File: config.mk
export PLATFORM = sky130hd
export DESIGN_NAME = csel_pipe_adder
export DESIGN_NICKNAME = d
export VERILOG_FILES = /design/src/rtl/csel_pipe_adder.sv
export SDC_FILE = /design/constraint.sdc
export NUM_CORES = 1
export LEC_CHECK = 0
export ABC_AREA = 1
export CAP_MARGIN = 20
export CORE_MARGIN = 2
export CORE_UTILIZATION = 40
export DETAILED_ROUTE_END_ITERATION = 10
export PLACE_DENSITY_LB_ADDON = 0.1
export SLEW_MARGIN = 20
export SYNTH_ARGS = -nofsm -noshare
export SYNTH_HDL_FRONTEND = slang
export SYNTH_SLANG_ARGS = --single-unit
File: constraint.sdc
create_clock -name clk -period 4.3 [get_ports clk]
set_input_delay 0.645 -clock clk [delete_from_list [all_inputs] [get_ports clk]]
set_output_delay 0.645 -clock clk [all_outputs]
set_load 0.005 [all_outputs]
File: src/rtl/csel_pipe_adder.sv
// Pipelined carry-select adder/subtractor with valid/ready backpressure.
// Define CSEL_PIPE_SAT_EN to saturate s to the signed limit on overflow.
module csel_pipe_adder #(
   parameter int WIDTH = 16,
   parameter int STG   = 8,
   parameter int BLK   = 4
) (
   input  logic             clk,
   input  logic             rst,
   input  logic             in_valid,
   output logic             in_ready,
   input  logic [WIDTH-1:0] a,
   input  logic [WIDTH-1:0] b,
   input  logic             cin,
   input  logic             sub,
   output logic             out_valid,
   input  logic             out_ready,
   output logic [WIDTH-1:0] s,
   output logic             cout,
   output logic             ovf
);
   localparam int NSTG = WIDTH / STG;
   localparam int NBLK = STG / BLK;
   localparam int LST  = NSTG - 1;

   logic             w_stall;
   logic [WIDTH-1:0] w_beff;
   logic             w_c0;

   assign w_beff   = b ^ {WIDTH{sub}};
   assign w_c0     = sub | cin;
   assign w_stall  = out_valid && !out_ready;
   assign in_ready = !w_stall;

   for (genvar k = 0; k < NSTG; k++) begin : g_stg
      // IW: unresolved operand bits entering this stage (bit 0 is global bit k*STG)
      localparam int IW = WIDTH - k*STG;
      localparam int RW = IW - STG;

      logic [IW-1:0]        w_aIn;
      logic [IW-1:0]        w_bIn;
      logic                 w_cIn;
      logic                 w_vIn;
      logic [STG-1:0]       w_slice;
      logic [(k+1)*STG-1:0] w_sNext;
      logic [(k+1)*STG-1:0] r_s;
      logic                 r_cy;
      logic                 r_vld;

      if (k == 0) begin : g_src
         assign w_aIn   = a;
         assign w_bIn   = w_beff;
         assign w_cIn   = w_c0;
         assign w_vIn   = in_valid;
         assign w_sNext = w_slice;
      end else begin : g_src
         assign w_aIn   = g_stg[k-1].g_hold.r_a;
         assign w_bIn   = g_stg[k-1].g_hold.r_b;
         assign w_cIn   = g_stg[k-1].r_cy;
         assign w_vIn   = g_stg[k-1].r_vld;
         assign w_sNext = {w_slice, g_stg[k-1].r_s};
      end

      for (genvar j = 0; j < NBLK; j++) begin : g_blk
         logic [BLK:0] w_x;
         logic [BLK:0] w_y;
         logic [BLK:0] w_r0;
         logic [BLK:0] w_r1;
         logic         w_ci;
         logic         w_co;

         assign w_x = {1'b0, w_aIn[j*BLK +: BLK]};
         assign w_y = {1'b0, w_bIn[j*BLK +: BLK]};

         if (j == 0) begin : g_ci
            assign w_ci = w_cIn;
         end else begin : g_ci
            assign w_ci = g_blk[j-1].w_co;
         end

         // The very first block sees the carry-in directly, so a plain ripple suffices.
         if (k == 0 && j == 0) begin : g_rip
            assign w_r0 = w_x + w_y + {{BLK{1'b0}}, w_ci};
            assign w_r1 = w_r0;
         end else begin : g_sel
            assign w_r0 = w_x + w_y;
            assign w_r1 = w_x + w_y + {{BLK{1'b0}}, 1'b1};
         end

         assign {w_co, w_slice[j*BLK +: BLK]} = w_ci ? w_r1 : w_r0;
      end

      always_ff @(posedge clk) begin
         if (rst) begin
            r_vld <= 1'b0;
            r_cy  <= 1'b0;
            r_s   <= '0;
         end else if (!w_stall) begin
            r_vld <= w_vIn;
            r_cy  <= g_blk[NBLK-1].w_co;
            r_s   <= w_sNext;
         end
      end

      if (RW > 0) begin : g_hold
         logic [RW-1:0] r_a;
         logic [RW-1:0] r_b;

         always_ff @(posedge clk) begin
            if (rst) begin
               r_a <= '0;
               r_b <= '0;
            end else if (!w_stall) begin
               r_a <= w_aIn[IW-1:STG];
               r_b <= w_bIn[IW-1:STG];
            end
         end
      end else begin : g_last
         // Overflow is resolved alongside the top slice so only one flag bit is kept.
         logic r_ovf;

         always_ff @(posedge clk) begin
            if (rst) begin
               r_ovf <= 1'b0;
            end else if (!w_stall) begin
               r_ovf <= (w_aIn[IW-1] == w_bIn[IW-1]) && (w_slice[STG-1] != w_aIn[IW-1]);
            end
         end
      end
   end

   assign out_valid = g_stg[LST].r_vld;
   assign cout      = g_stg[LST].r_cy;
   assign ovf       = g_stg[LST].g_last.r_ovf;

`ifdef CSEL_PIPE_SAT_EN
   // On overflow the wrapped sign is the inverse of a's sign.
   assign s = ovf ? {~g_stg[LST].r_s[WIDTH-1], {(WIDTH-1){g_stg[LST].r_s[WIDTH-1]}}}
                  : g_stg[LST].r_s;
`else
   assign s = g_stg[LST].r_s;
`endif

endmodule

==> results.toml, run 1 <==
[place]
dp_hpwl_um = 3670
pre_cts_slack_ps = 998
place_congestion = 0.775
numPlacedInstances = 447
io_buffers = 57

[synthesis]
syn-num-nets = 386
synth_top_area_share_pct = 35.5
ys_warn_count = 0
synthArstFlopShare_pct = 0
synthCells = 325
synthTopCellsByCount = "45 x dfxtp_1, 44 x nor2_1, 41 x o21ai_0, 36 x nand2_1, 29 x inv_1"
avgSynthCellArea_um2 = 7.80
synth.most_common_cell = "dfxtp_1"
synth-seq-cells = 45
synth-edff-count = 0
synth_ff_type = "dfxtp_1"
synth_top_area_cell = "dfxtp_1"
synth_area_um2 = 2530
yosys-top-cells-area = "dfxtp_1 36%, ha_1 8.9%, o21ai_0 8.1%"
ys_types = 30
yosysSeqAreaShare_pct = 35.5

[sta]
min_period_ps = 2940
min_period_over_period_pct = 68.4
finalSetupTns_ps = 0
hold_viol_final = 0
drv_slew = 0
finClkSkew_ps = 9.29
worst_slack_ps = 1360
fmax_mhz = 340
setup_viol = 0
rsz0062_at_grt = "no"
tightestPinTransition_ps = 586
relSlewSlack_pct = 60.8

[drt]
avgRoutedWirePerCell_um = 11.6
via_per_inst = 4.80
first_iter_violations = 53
vias = 2190
wl_um = 5290
drc = 0
final_antenna_net_count = 0
dr.pass1.iters = 4

[grt]
grt_overflow = 0
grt_pass1_vias = 2192
antenna_found_initial = 0
grt_start_max_net_pins = 61
grt_pass1_wl_um = 9180
track_usage_pct = 15.9

[worst_setup_path]
cp.required_ps = 4460
cp_max_fo = 10
start_kind = "input pin"
crit_top_cell = "nand2_1"
critical_path.endpoint_type = "flop"
crit_family = "buffers and inverters"
critPathKind = "input pin to flop"
reg2reg_setup_slack_ps = 2040
crit_path_top_delay_cell = "clkdlybuf4s50_1"
arrival_ps = 3100
path_cells = "clkdlybuf4s50_1 -> xnor2_1 -> fa_1 -> inv_1 -> fa_1 -> nand3_1 -> nand2_1 -> nand2_1 -> nor2_1 -> nand2_1 -> xor2_1 -> a21oi_1"
worst-path-buf-inv = 2
max_stage_delay_ps = 840

[finish]
n_fill_cell = 633
drive_gt1_share_pct = 6.33
final_nets = 439
area_delta_synth_final_pct = 30.6
instances_no_fill = 456
diodes = 0
post-route-util_pct = 53.0

[power_and_ir_drop]
p_leak_nw = 1.52
ir_worst_vdd_uv = 161
power.density_nw_per_um2 = 349

[clock_network]
clk_latency_ps = 300
h-tree-depth = 2
cts-resized-gates = 0
cts-root-buf = "clkbuf_8"
path_clk_slew_ps = 80
cts.sink_count = 45
post_cts.repair.setup_buffers = 0
cts_tree = "built"
cts_buffers = 5
postCtsHoldBufs = 0
cts_buffer_depth = 2

[floorplanning]
dieArea_um2 = 6990
core_region_area_um2 = 6240
die_x_um = 83.6
start_util_pct = 40.6
ios = 58
rows = 29
die_h_um = 83.6

[status]
status = "completed"

[job]
drv_cap = 0

[worst_hold_path]
hp-class = "flop to flop"
cell usage in the layout, fill, tap and decap left out:
master and instances:
clkdlybuf4s50_1 57, dfxtp_1 45, nor2_1 43, o21ai_0 41, nand2_1 36, inv_1 28, a21oi_1 23, ha_1 18
xor2_1 14, nand3_1 14, xnor2_1 13, o21bai_1 7, clkbuf_8 6, nand2_2 5, fa_1 5, buf_4 3
clkinv_1 2, o221ai_1 2, o211ai_1 2, nor2_2 1, inv_2 1, mux2i_1 1, a211oi_1 1, or2_2 1
nor2_4 1, nand4_2 1, nand2_4 1, o21ai_1 1, nand4_1 1, nand3_2 1, a21oi_2 1, bufinv_16 1
clkbuf_1 1, buf_16 1
routing by layer:
layer,GRT usage (%),wire (um),share of wire [%]
met2,29.3,2610,49
met3,3.07,167,3.2
met4,4.84,68,1.3
met5,0,0,0
met1,18.4,2440,46
logic make-up after synthesis:
logic type | after synthesis | synth area share [%]
xor+xnor | 27 | 9.33
flops | 45 | 35.5
fa+ha+maj | 23 | 12.8
buf+inv | 46 | 6.96
simple gates | 105 | 18.1
compound gates | 78 | 16.8
mux | 1 | 0.395
where the power goes:
group	internal [mW]	switching, mW	total [mW]	leakage [nW]
clock	0.189	0.138	0.328	0.0585
combinational	0.170	0.159	0.329	1.09
sequential	0.469	0.0288	0.498	0.374
total	0.828	0.326	1.15	1.52
registers in the layout, indices dropped and copies added, names as in the netlist:
signal and cells:
s 16, g_stg.g_hold.r_a 8, g_stg.g_hold.r_b 8, g_stg.r_s 8, cout 1, g_stg.r_cy 1
g_stg.r_vld 1, out_valid 1, ovf 1
worst paths after layout:
check	from	to	cells past startpoint
setup / recovery	sub	g_stg[0].r_cy	12
hold / removal	g_stg[0].r_vld	g_stg[0].r_vld	2
setup reg to reg	g_stg[0].g_hold.r_a[0]	s[14]	11
hold reg to reg	g_stg[0].r_vld	g_stg[0].r_vld	2
area by class of cell:
type                       count  area, um^2  area share (%)
multi-input combinational    234        1460            44.1
sequential                    45         901            27.2
clock inverter                 1        30.0           0.907
tap                           77        96.3            2.91
clock buffer                   7        86.3            2.61
timing repair buffer          61         621            18.7
inverter                      31         116            3.51
per-stage QoR:
step	hold slack (ps)	instance area [um^2]	power (mW)
after CTS	460	3280	1.17
after global routing	489	3310	1.24
after detailed placement	447	3170	0.836
after floorplan	430	2530	0.709
after global placement	445	3170	0.830
final	457	3310	1.15
worst min-delay path: cells and delay by family, from the launching register on:
kind	cells	cell delay (ps)
flops	1	310
buf+inv	1	60
compound gates	1	50
No activity file was read; power rests on OpenSTA's default activity.
==> inputs of run 2 (changes only) <==
- clock period: 4.3 -> 2.4 ns (I/O delays scaled with it)
==> results.toml, run 2 (same netlist as run 1, synthesis figures left out) <==
[place]
placed_cell_area_um2 = 3240
dp_hpwl_um = 3840
pre_cts_slack_ps = -239
place_congestion = 0.767
io_buffers = 57

[floorplanning]
core_region_area_um2 = 6240
start_util_pct = 40.6
rows = 29
die_x_um = 83.6
dieArea_um2 = 6990
die_h_um = 83.6
ios = 58

[finish]
multi_input_area_um2 = 1480
seq_area_um2 = 901
post-route-util_pct = 54.2
area_delta_synth_final_pct = 33.5
drive_gt1_share_pct = 10.1
largest_reg_flops = 16
final_common_cell = "clkdlybuf4s50_1"
final_cell_mix = "57 x clkdlybuf4s50_1, 45 x dfxtp_1, 43 x nor2_1, 41 x o21ai_0, 35 x nand2_1"
final_nets = 448
diodes = 0
n_fill_cell = 605
fin_area_um2 = 3380

[clock_network]
clk_latency_ps = 300
cts-root-buf = "clkbuf_8"
cts_buffers = 5
path_clk_slew_ps = 90
h-tree-depth = 2
cts_buffer_depth = 2
cts.sink_count = 45
cts_tree = "built"

[drt]
vias = 2209
wl_um = 5390
avgRoutedWirePerCell_um = 11.6
first_iter_violations = 47
final_antenna_net_count = 0
dr.pass1.iters = 4
drc = 0
via_per_inst = 4.75

[sta]
finClkSkew_ps = 7.94
hold_viol_final = 0
min_period_over_period_pct = 93.8
fmax_mhz = 444
rsz0062_at_grt = "yes"
drv_slew = 0
finalSetupTns_ps = 0
tightestPinTransition_ps = 423
relSlewSlack_pct = 71.8
worst_slack_ps = 148
setup_viol = 0
min_period_ps = 2250

[grt]
use_met3_pct = 3.17
grt_start_max_net_pins = 45
top_usage_layer = "met2"
track_usage_pct = 16.2
antenna_found_initial = 0
grt_overflow = 0
met2_usage_pct = 28.9
use_met1_pct = 19.4
grt_pass1_wl_um = 9250
grt_pass1_vias = 2127

[power_and_ir_drop]
ir_worst_vdd_uv = 283
p_leak_nw = 1.56
power.density_nw_per_um2 = 623

[worst_setup_path]
cp_max_fo = 7
crit_path_top_delay_cell = "clkdlybuf4s50_1"
worst-path-buf-inv = 2
start_kind = "input pin"
critical_path.endpoint_type = "flop"
arrival_ps = 2440
max_stage_delay_ps = 470
crit_family = "adder cells"
path_cells = "clkdlybuf4s50_1 -> buf_6 -> xor2_1 -> ha_1 -> fa_1 -> ha_1 -> nand2_1 -> nor2_1 -> nand2_1 -> xor2_1 -> a21oi_1"
critPathKind = "input pin to flop"
cp.required_ps = 2580

[worst_hold_path]
hp-class = "flop to flop"

[job]
drv_cap = 0

[status]
status = "completed"
## run 2: power by group
part           internal [mW]  switching, mW  total (mW)
logic                  0.324          0.288       0.612
clock network          0.339          0.264       0.602
registers              0.840         0.0523       0.892
total                   1.50          0.604        2.11
## run 2: path summary, 6_finish.rpt
check                                             from        endpoint  slack, ps  cells after the start
worst max-delay path                               sub   g_stg[0].r_cy        150                     11
worst min-delay path                    g_stg[0].r_vld  g_stg[0].r_vld        470                      2
worst max register to register  g_stg[0].g_hold.r_a[0]           s[14]        150                     11
worst min register to register          g_stg[0].r_vld  g_stg[0].r_vld        470                      2
## run 2: routing by layer
metal	vias up	share of wire (%)
li1	1184	-
met1	985	47
met2	34	48
met3	6	3.5
met4	0	1.5
met5	-	0
## run 2: stage by stage
stage | hold slack (ps) | instances | power, mW
finish | 466 | 465 | 2.11
global route | 512 | 465 | 2.26
CTS | 464 | 465 | 2.13
detailed placement | 451 | 457 | 1.52
global placement | 447 | 457 | 1.51
floorplan | 422 | 325 | 1.27
## run 2: final cells by class
cell class,count,share of cell area [%]
flip-flops and latches,45,26.6
well taps,77,2.85
inverters,31,3.44
clock inverters,2,1.11
multi-input cells,234,43.7
repair buffers,70,19.9
clock buffers,6,2.44
## run 2: timing repair
item	CTS	global route
endpoints found under the setup margin	0	4
gates resized for setup	0	6
setup buffers	0	0
hold buffers	0	0
## run 2: worst register-to-register path, stage by stage (launching register included)
cell and delay, ps:
dfxtp_1 340, ha_2 210, fa_2 570, ha_1 160
nand2_2 80, nor2_4 120, nand4_2 160, nand2_4 150
nand2_2 60, xor2_1 130, o21bai_1 120, inv_1 50
==> inputs of run 3 (changes only) <==
- CAP_MARGIN: 20 -> unset
- SLEW_MARGIN: 20 -> unset
==> results of run 3 <==
No change in the layout: final DEF, timing and power equal those of run 2.
